===== src/rtl/pixel_plot_arbiter_if.sv =====
// Pixel-stream interface between the character drawing FSM (master) and
// the plot arbiter (slave).
//   Start                 : one-cycle pulse, begin a frame update
//   Erase*                : old-position pixel stream (valid/ready/last)
//   Draw*                 : new-position pixel stream (valid/ready/last, colour)
//   Vga*                  : VGA adapter plot port driven by the arbiter
//   DoneDrawing           : one-cycle strobe when the update completes
//   Busy/TimeoutFlag/ClipCount : status returned to the producer
interface pixel_plot_arbiter_if;
  logic       Start;
  logic       EraseValid;
  logic       EraseReady;
  logic [7:0] EraseX;
  logic [6:0] EraseY;
  logic       EraseLast;
  logic       DrawValid;
  logic       DrawReady;
  logic [7:0] DrawX;
  logic [6:0] DrawY;
  logic [2:0] DrawColor;
  logic       DrawLast;
  logic [7:0] VgaX;
  logic [6:0] VgaY;
  logic [2:0] VgaColor;
  logic       VgaPlot;
  logic       DoneDrawing;
  logic       Busy;
  logic       TimeoutFlag;
  logic [7:0] ClipCount;

  modport master (
    output Start, EraseValid, EraseX, EraseY, EraseLast,
           DrawValid, DrawX, DrawY, DrawColor, DrawLast,
    input  EraseReady, DrawReady, VgaX, VgaY, VgaColor, VgaPlot,
           DoneDrawing, Busy, TimeoutFlag, ClipCount
  );

  modport slave (
    input  Start, EraseValid, EraseX, EraseY, EraseLast,
           DrawValid, DrawX, DrawY, DrawColor, DrawLast,
    output EraseReady, DrawReady, VgaX, VgaY, VgaColor, VgaPlot,
           DoneDrawing, Busy, TimeoutFlag, ClipCount
  );
endinterface


===== src/rtl/pixel_plot_arbiter.sv =====
// Receiving end of the character pixel stream. One frame update erases the
// old sprite (every pixel written in BG_COLOR) and then draws the new one,
// one pixel per valid/ready handshake, and finishes with a one-cycle
// DoneDrawing strobe. Off-screen pixels are accepted but not plotted.
//   CLOCK_50 : system clock
//   Reset    : asynchronous, active-low reset
//   bus      : pixel_plot_arbiter_if.slave (streams, plot port, status)
module pixel_plot_arbiter #(
  parameter int unsigned SCREEN_W = 160,
  parameter int unsigned SCREEN_H = 120,
  parameter logic [2:0]  BG_COLOR = 3'b000,
  parameter int unsigned PLOT_GAP = 0,
  parameter int unsigned TIMEOUT  = 1023
) (
  input  logic               CLOCK_50,
  input  logic               Reset,
  pixel_plot_arbiter_if.slave bus
);

  typedef enum logic [1:0] {
    S_IDLE  = 2'd0,
    S_ERASE = 2'd1,
    S_DRAW  = 2'd2,
    S_DONE  = 2'd3
  } state_t;

  // A zero gap still needs a 1-bit counter so the vector is legal.
  localparam int GAP_W = (PLOT_GAP < 1) ? 1 : $clog2(PLOT_GAP + 1);

  state_t           r_state;
  logic [GAP_W-1:0] r_gap;
  logic [9:0]       r_tmo;
  logic [7:0]       r_vga_x;
  logic [6:0]       r_vga_y;
  logic [2:0]       r_vga_color;
  logic             r_plot;
  logic             r_done;
  logic             r_tmo_flag;
  logic [7:0]       r_clip;

  logic       w_gap_free;
  logic       w_erase_ready;
  logic       w_draw_ready;
  logic       w_hs;
  logic [7:0] w_px_x;
  logic [6:0] w_px_y;
  logic [2:0] w_px_color;
  logic       w_px_last;
  logic       w_clipped;

  assign w_gap_free    = (r_gap == '0);
  assign w_erase_ready = (r_state == S_ERASE) && w_gap_free;
  assign w_draw_ready  = (r_state == S_DRAW)  && w_gap_free;
  assign w_hs          = (bus.EraseValid && w_erase_ready) ||
                         (bus.DrawValid  && w_draw_ready);

  // Only one channel can be ready at a time, so the state selects the source.
  // NOTE: every always_comb output gets a default first so no latch is inferred.
  always_comb begin
    w_px_x     = bus.EraseX;
    w_px_y     = bus.EraseY;
    w_px_color = BG_COLOR;
    w_px_last  = bus.EraseLast;
    if (r_state == S_DRAW) begin
      w_px_x     = bus.DrawX;
      w_px_y     = bus.DrawY;
      w_px_color = bus.DrawColor;
      w_px_last  = bus.DrawLast;
    end
  end

  assign w_clipped = (32'(w_px_x) >= SCREEN_W) || (32'(w_px_y) >= SCREEN_H);

  // NOTE: sequential state uses non-blocking assignments only, so every
  // register sees pre-edge values regardless of statement order.
  always_ff @(posedge CLOCK_50 or negedge Reset) begin
    if (!Reset) begin
      r_state     <= S_IDLE;
      r_gap       <= '0;
      r_tmo       <= '0;
      r_vga_x     <= '0;
      r_vga_y     <= '0;
      r_vga_color <= '0;
      r_plot      <= 1'b0;
      r_done      <= 1'b0;
      r_tmo_flag  <= 1'b0;
      r_clip      <= '0;
    end else begin
      r_plot <= 1'b0;
      r_done <= 1'b0;

      // Ready stays low until the gap has drained after each accepted pixel.
      if (w_hs) begin
        r_gap <= GAP_W'(PLOT_GAP);
      end else if (!w_gap_free) begin
        r_gap <= r_gap - GAP_W'(1);
      end

      // Accepted pixels reach the plot port one cycle later; clipped ones
      // are only counted and leave the plot registers untouched.
      if (w_hs) begin
        if (w_clipped) begin
          if (r_clip != 8'hFF) r_clip <= r_clip + 8'd1;
        end else begin
          r_vga_x     <= w_px_x;
          r_vga_y     <= w_px_y;
          r_vga_color <= w_px_color;
          r_plot      <= 1'b1;
        end
      end

      case (r_state)
        S_IDLE: begin
          r_tmo <= '0;
          if (bus.Start) begin
            r_state    <= S_ERASE;
            r_tmo_flag <= 1'b0;
            r_clip     <= '0;
          end
        end
        S_ERASE, S_DRAW: begin
          if (w_hs) begin
            r_tmo <= '0;
            if (w_px_last) begin
              if (r_state == S_ERASE) begin
                r_state <= S_DRAW;
              end else begin
                r_state <= S_DONE;
                r_done  <= 1'b1;
              end
            end
          end else if (r_tmo == 10'(TIMEOUT - 1)) begin
            // Producer stalled: abandon the update without DoneDrawing.
            r_tmo      <= '0;
            r_tmo_flag <= 1'b1;
            r_state    <= S_IDLE;
          end else begin
            r_tmo <= r_tmo + 10'd1;
          end
        end
        S_DONE: begin
          r_tmo   <= '0;
          r_state <= S_IDLE;
        end
        default: r_state <= S_IDLE;
      endcase
    end
  end

  assign bus.EraseReady  = w_erase_ready;
  assign bus.DrawReady   = w_draw_ready;
  assign bus.VgaX        = r_vga_x;
  assign bus.VgaY        = r_vga_y;
  assign bus.VgaColor    = r_vga_color;
  assign bus.VgaPlot     = r_plot;
  assign bus.DoneDrawing = r_done;
  assign bus.Busy        = (r_state != S_IDLE);
  assign bus.TimeoutFlag = r_tmo_flag;
  assign bus.ClipCount   = r_clip;

endmodule


===== src/flat_wrapper.sv =====
// flat-port wrapper written by rule: the top's interface ports become plain ports
module pixel_plot_arbiter_flat 
#(
  parameter int unsigned SCREEN_W = 160,
  parameter int unsigned SCREEN_H = 120,
  parameter logic [2:0]  BG_COLOR = 3'b000,
  parameter int unsigned PLOT_GAP = 0,
  parameter int unsigned TIMEOUT  = 1023
)
  (CLOCK_50, Reset, bus_Start, bus_EraseValid, bus_EraseX, bus_EraseY, bus_EraseLast, bus_DrawValid, bus_DrawX, bus_DrawY, bus_DrawColor, bus_DrawLast, bus_EraseReady, bus_DrawReady, bus_VgaX, bus_VgaY, bus_VgaColor, bus_VgaPlot, bus_DoneDrawing, bus_Busy, bus_TimeoutFlag, bus_ClipCount);
  pixel_plot_arbiter_if bus_i ();
  input  logic CLOCK_50;
  input  logic Reset;
  input wire logic [$bits(bus_i.Start)-1:0] bus_Start;
  input wire logic [$bits(bus_i.EraseValid)-1:0] bus_EraseValid;
  input wire logic [$bits(bus_i.EraseX)-1:0] bus_EraseX;
  input wire logic [$bits(bus_i.EraseY)-1:0] bus_EraseY;
  input wire logic [$bits(bus_i.EraseLast)-1:0] bus_EraseLast;
  input wire logic [$bits(bus_i.DrawValid)-1:0] bus_DrawValid;
  input wire logic [$bits(bus_i.DrawX)-1:0] bus_DrawX;
  input wire logic [$bits(bus_i.DrawY)-1:0] bus_DrawY;
  input wire logic [$bits(bus_i.DrawColor)-1:0] bus_DrawColor;
  input wire logic [$bits(bus_i.DrawLast)-1:0] bus_DrawLast;
  output wire logic [$bits(bus_i.EraseReady)-1:0] bus_EraseReady;
  output wire logic [$bits(bus_i.DrawReady)-1:0] bus_DrawReady;
  output wire logic [$bits(bus_i.VgaX)-1:0] bus_VgaX;
  output wire logic [$bits(bus_i.VgaY)-1:0] bus_VgaY;
  output wire logic [$bits(bus_i.VgaColor)-1:0] bus_VgaColor;
  output wire logic [$bits(bus_i.VgaPlot)-1:0] bus_VgaPlot;
  output wire logic [$bits(bus_i.DoneDrawing)-1:0] bus_DoneDrawing;
  output wire logic [$bits(bus_i.Busy)-1:0] bus_Busy;
  output wire logic [$bits(bus_i.TimeoutFlag)-1:0] bus_TimeoutFlag;
  output wire logic [$bits(bus_i.ClipCount)-1:0] bus_ClipCount;
  assign bus_i.Start = bus_Start;
  assign bus_i.EraseValid = bus_EraseValid;
  assign bus_i.EraseX = bus_EraseX;
  assign bus_i.EraseY = bus_EraseY;
  assign bus_i.EraseLast = bus_EraseLast;
  assign bus_i.DrawValid = bus_DrawValid;
  assign bus_i.DrawX = bus_DrawX;
  assign bus_i.DrawY = bus_DrawY;
  assign bus_i.DrawColor = bus_DrawColor;
  assign bus_i.DrawLast = bus_DrawLast;
  assign bus_EraseReady = bus_i.EraseReady;
  assign bus_DrawReady = bus_i.DrawReady;
  assign bus_VgaX = bus_i.VgaX;
  assign bus_VgaY = bus_i.VgaY;
  assign bus_VgaColor = bus_i.VgaColor;
  assign bus_VgaPlot = bus_i.VgaPlot;
  assign bus_DoneDrawing = bus_i.DoneDrawing;
  assign bus_Busy = bus_i.Busy;
  assign bus_TimeoutFlag = bus_i.TimeoutFlag;
  assign bus_ClipCount = bus_i.ClipCount;
  pixel_plot_arbiter #(.SCREEN_W(SCREEN_W), .SCREEN_H(SCREEN_H), .BG_COLOR(BG_COLOR), .PLOT_GAP(PLOT_GAP), .TIMEOUT(TIMEOUT)) u_core (.CLOCK_50(CLOCK_50), .Reset(Reset), .bus(bus_i));
endmodule

===== config.mk =====
export PLATFORM = sky130hd
export DESIGN_NAME = pixel_plot_arbiter_flat
export DESIGN_NICKNAME = d
export VERILOG_FILES = /design/src/rtl/pixel_plot_arbiter_if.sv /design/src/rtl/pixel_plot_arbiter.sv /design/src/flat_wrapper.sv
export SDC_FILE = /design/constraint.sdc
export NUM_CORES = 1
export LEC_CHECK = 0
export ABC_AREA = 1
export CAP_MARGIN = 10
export CELL_PAD_IN_SITES_DETAIL_PLACEMENT = 1
export CELL_PAD_IN_SITES_GLOBAL_PLACEMENT = 1
export CORE_MARGIN = 3
export CORE_UTILIZATION = 33
export CTS_CLUSTER_DIAMETER = 50
export CTS_CLUSTER_SIZE = 24
export DETAILED_ROUTE_END_ITERATION = 12
export GPL_TIMING_DRIVEN = 0
export PLACE_DENSITY = 0.83
export SLEW_MARGIN = 20
export SYNTH_ARGS = -nofsm -noshare
export SYNTH_HDL_FRONTEND = slang
export SYNTH_SLANG_ARGS = --single-unit

===== constraint.sdc =====
create_clock -name CLOCK_50 -period 2.3 [get_ports CLOCK_50]
set_input_delay 0.23 -clock CLOCK_50 [delete_from_list [all_inputs] [get_ports CLOCK_50]]
set_output_delay 0.23 -clock CLOCK_50 [all_outputs]
set_load 0.01 [all_outputs]

==> key figures <==
Outcome
  • Status: complete, no violations

Drt
  • Wirelength per Cell: 14.8 um
  • # DRC: 0
  • ANT nets after route: 0
  • Vias: 2113
  • Drt pass-1 iters: 3
  • Total Wirelength: 6530 um
  • Routed vias/inst: 4.80
  • DRT iter0 DRCs: 54

Pwr
  • P per Cell Area: 1010 nW/um2
  • Psw: 1.26 mW
  • Switching Fraction: 39.2%
  • Peak supply drop: 0.392 mV
  • Logic pwr share: 51.5%
  • Leakage: 1.47 nW
  • Clk pwr share: 15.0%
  • Seq pwr share: 33.4%
  • Internal power: 1.96 mW

Setup path
  • Crit Path Max Fanout: 10
  • CP Launch Type: flop
  • Top Family by Delay on Critical Path: buffers and inverters
  • Crit-path cells: inv_1 -> ha_2 -> inv_2 -> buf_6 -> o22ai_4 -> inv_2 -> nor2_8 -> buf_6 -> nand2_1 -> o21a_1
  • Worst EP required: 2.50 ns
  • Critical Path Sink Type: flop
  • Buf/Inv on CP: 5
  • CP max stage delay: 0.42 ns
  • CP Class: reg -> reg
  • Critical path data arrival time: 2.28 ns
  • Critical-path top delay cell: dfrtp_1

Synthesis
  • Largest area contributor in the netlist: dfrtp_1
  • Seq/Total Area, Yosys: 45.3%
  • Flops & latches, synth: 41
  • Gate Count Post-Synth: 280
  • Synth area leaders: dfrtp_1, nand2_1, inv_1
  • Ys async rst share: 100%
  • Ys flop type: dfrtp_1
  • Area share of the largest cell type after synthesis: 45.3%
  • Post-Syn Area: 2260 um2
  • Synth unique cells: 29
  • Syn_nets: 327
  • Yosys warnings: 0
  • Number of flops mapped to enable cells by yosys: 0
  • Mapped Avg Cell Area: 8.08 um2

Final layout
  • Fin cells: 440
  • Antenna fix cells: 0
  • Most common cell after layout, fill and taps aside: nand2_1
  • Most frequent cells in the layout: nand2_1, clkdlybuf4s50_1, dfrtp_1
  • Core Util, Final: 49.3%
  • Share of post-route cells with drive strength above 1: 9.64%
  • Area grow syn2layout: 41.3%
  • Nets@finish: 409

Global routing
  • Remaining global-route overflow: 0
  • Antenna violations before repair: 0
  • Global-route wire length before repair: 10700 um
  • Vias in the first global route: 2270
  • Largest net degree at the start of global routing: 28
  • Gr usage total: 17.6%

Die
  • Die Ht: 88.8 um
  • I/O pin count: 72
  • Die W: 88.8 um
  • Site Rows: 29
  • Initial core utilization: 34.8%
  • Core area: 6490 um2
  • Die Footprint: 7890 um2

Timing
  • Hold Worst Slack: 0.376 ns
  • Final hold vios: 0
  • Tcrit/Tclk final: 90.8%
  • Final worst clock skew: 0.00898 ns
  • Fmax: 479 MHz
  • Worst-Margin Slew: 0.445 ns
  • Min Tclk post-route: 2.09 ns
  • Slew Viols, Final: 0
  • # setup viols final: 0
  • Slew margin rel.: 70.3%

Placed design
  • Placed instance count: 429
  • HPWL after detailed placement: 5120 um
  • Placer Congestion: 0.767
  • PortBufs: 71

Clocking
  • H-tree levels: 2
  • Worst-path clk slew: 0.08 ns
  • CTS tree: yes
  • Clock Path Buffers: 2
  • Root Buffer: clkbuf_8
  • Sink Count: 41
  • CTS Buf Count: 5
  • Clk Latency, worst-skew pair: 0.30 ns

Worst hold path
  • Hold Path Class: in -> async

Run
  • Max_cap viols: 0
-- cells in the mapped netlist, types with 2 or more instances --
master / count
a21oi_1: 6
buf_6: 5
dfrtp_1: 41
ha_1: 7
inv_1: 37
inv_2: 2
nand2_1: 74
nand2_2: 2
nand3_1: 12
nand4_1: 4
nor2_1: 27
nor3_1: 4
nor3b_1: 2
o21a_1: 15
o21ai_0: 19
or2_2: 8
xnor2_1: 3
-- repair_timing --
item	in CTS	in global routing
setup endpoints to repair	0	5
hold buffers	1	0
endpoints found under the hold margin	14	0
buffers inserted	0	2
resized for setup	0	1
-- power groups by stage --
stage | Sequential, mW | Combinational [mW] | Clock [mW]
floorplan | 1.16 | 0.833 | 0
detailed placement | 1.09 | 1.66 | 0
finish | 1.08 | 1.66 | 0.485
global placement | 1.08 | 1.61 | 0
CTS | 1.08 | 1.67 | 0.493
global route | 1.11 | 1.85 | 0.522
-- registers in the layout, indices dropped and copies added (netlist names) --
name                    flops
u_core.bus.DoneDrawing      1
u_core.bus.ClipCount        8
u_core.bus.VgaY             7
u_core.r_tmo               10
u_core.bus.VgaColor         3
u_core.bus.TimeoutFlag      1
u_core.r_state              2
u_core.bus.VgaPlot          1
u_core.bus.VgaX             8
-- logic make-up (layout without fill, tap and decap cells) --
logic type / count (synthesis) / count (layout) / share of synthesized area (%)
adder cells (fa/ha/maj): 7 / 7 / 3.87
AND/OR/NAND/NOR: 136 / 136 / 26.7
XOR/XNOR: 4 / 4 / 1.55
multiplexers: 1 / 1 / 0.442
AO/OA/AOI/OAI: 45 / 45 / 12.7
flip-flops: 41 / 41 / 45.3
buffers and inverters: 46 / 129 / 9.45
-- layout make-up --
cell class	instances	area, um2
Fill cell	789	3300
Inverter	39	146
Buffer	7	67.6
Sequential cell	41	1030
Tap cell	77	96.3
Timing Repair Buffer	75	751
Clock inverter	3	17.5
Multi-Input combinational cell	193	1030
Clock buffer	5	68.8
-- per-layer routing --
metal / GRT usage (%) / up-vias / routed length, um
met5: 0 / - / 0
met4: 4.53 / 0 / 114
met3: 2.89 / 10 / 161
met2: 32.7 / 34 / 3460
met1: 20.9 / 1014 / 2800
li1: - / 1055 / -
-- final timing paths --
kind | startpoint | to | slack, ns | cells past startpoint
setup / recovery | u_core.r_state[0]$_DFFE_PN0P_ | u_core.bus.VgaY[1]$_DFFE_PN0P_ | 0.21 | 10
hold / removal | Reset | u_core.bus.VgaY[2]$_DFFE_PN0P_ | 0.38 | 2
setup reg to reg | u_core.r_state[0]$_DFFE_PN0P_ | u_core.bus.VgaY[1]$_DFFE_PN0P_ | 0.21 | 10
hold reg to reg | u_core.r_tmo[0]$_DFF_PN0_ | u_core.r_tmo[0]$_DFF_PN0_ | 0.47 | 1
max in group asynchronous | Reset | u_core.r_tmo[1]$_DFF_PN0_ | 1.44 | 3
min in group CLOCK_50 | u_core.r_tmo[0]$_DFF_PN0_ | u_core.r_tmo[0]$_DFF_PN0_ | 0.47 | 1
-- through the flow --
stage | area [um2] | total power, mW | TNS, ns | worst slack, ns
after floorplan | 2260 | 1.99 | 0 | 0.454
after global placement | 3070 | 2.69 | -6.60 | -0.163
after detailed placement | 3090 | 2.75 | 0 | 0.147
after CTS | 3180 | 3.24 | 0 | 0.128
after global routing | 3200 | 3.48 | -0.00155 | -0.00155
final | 3200 | 3.22 | 0 | 0.212
Power figures use the tool's default switching activity.
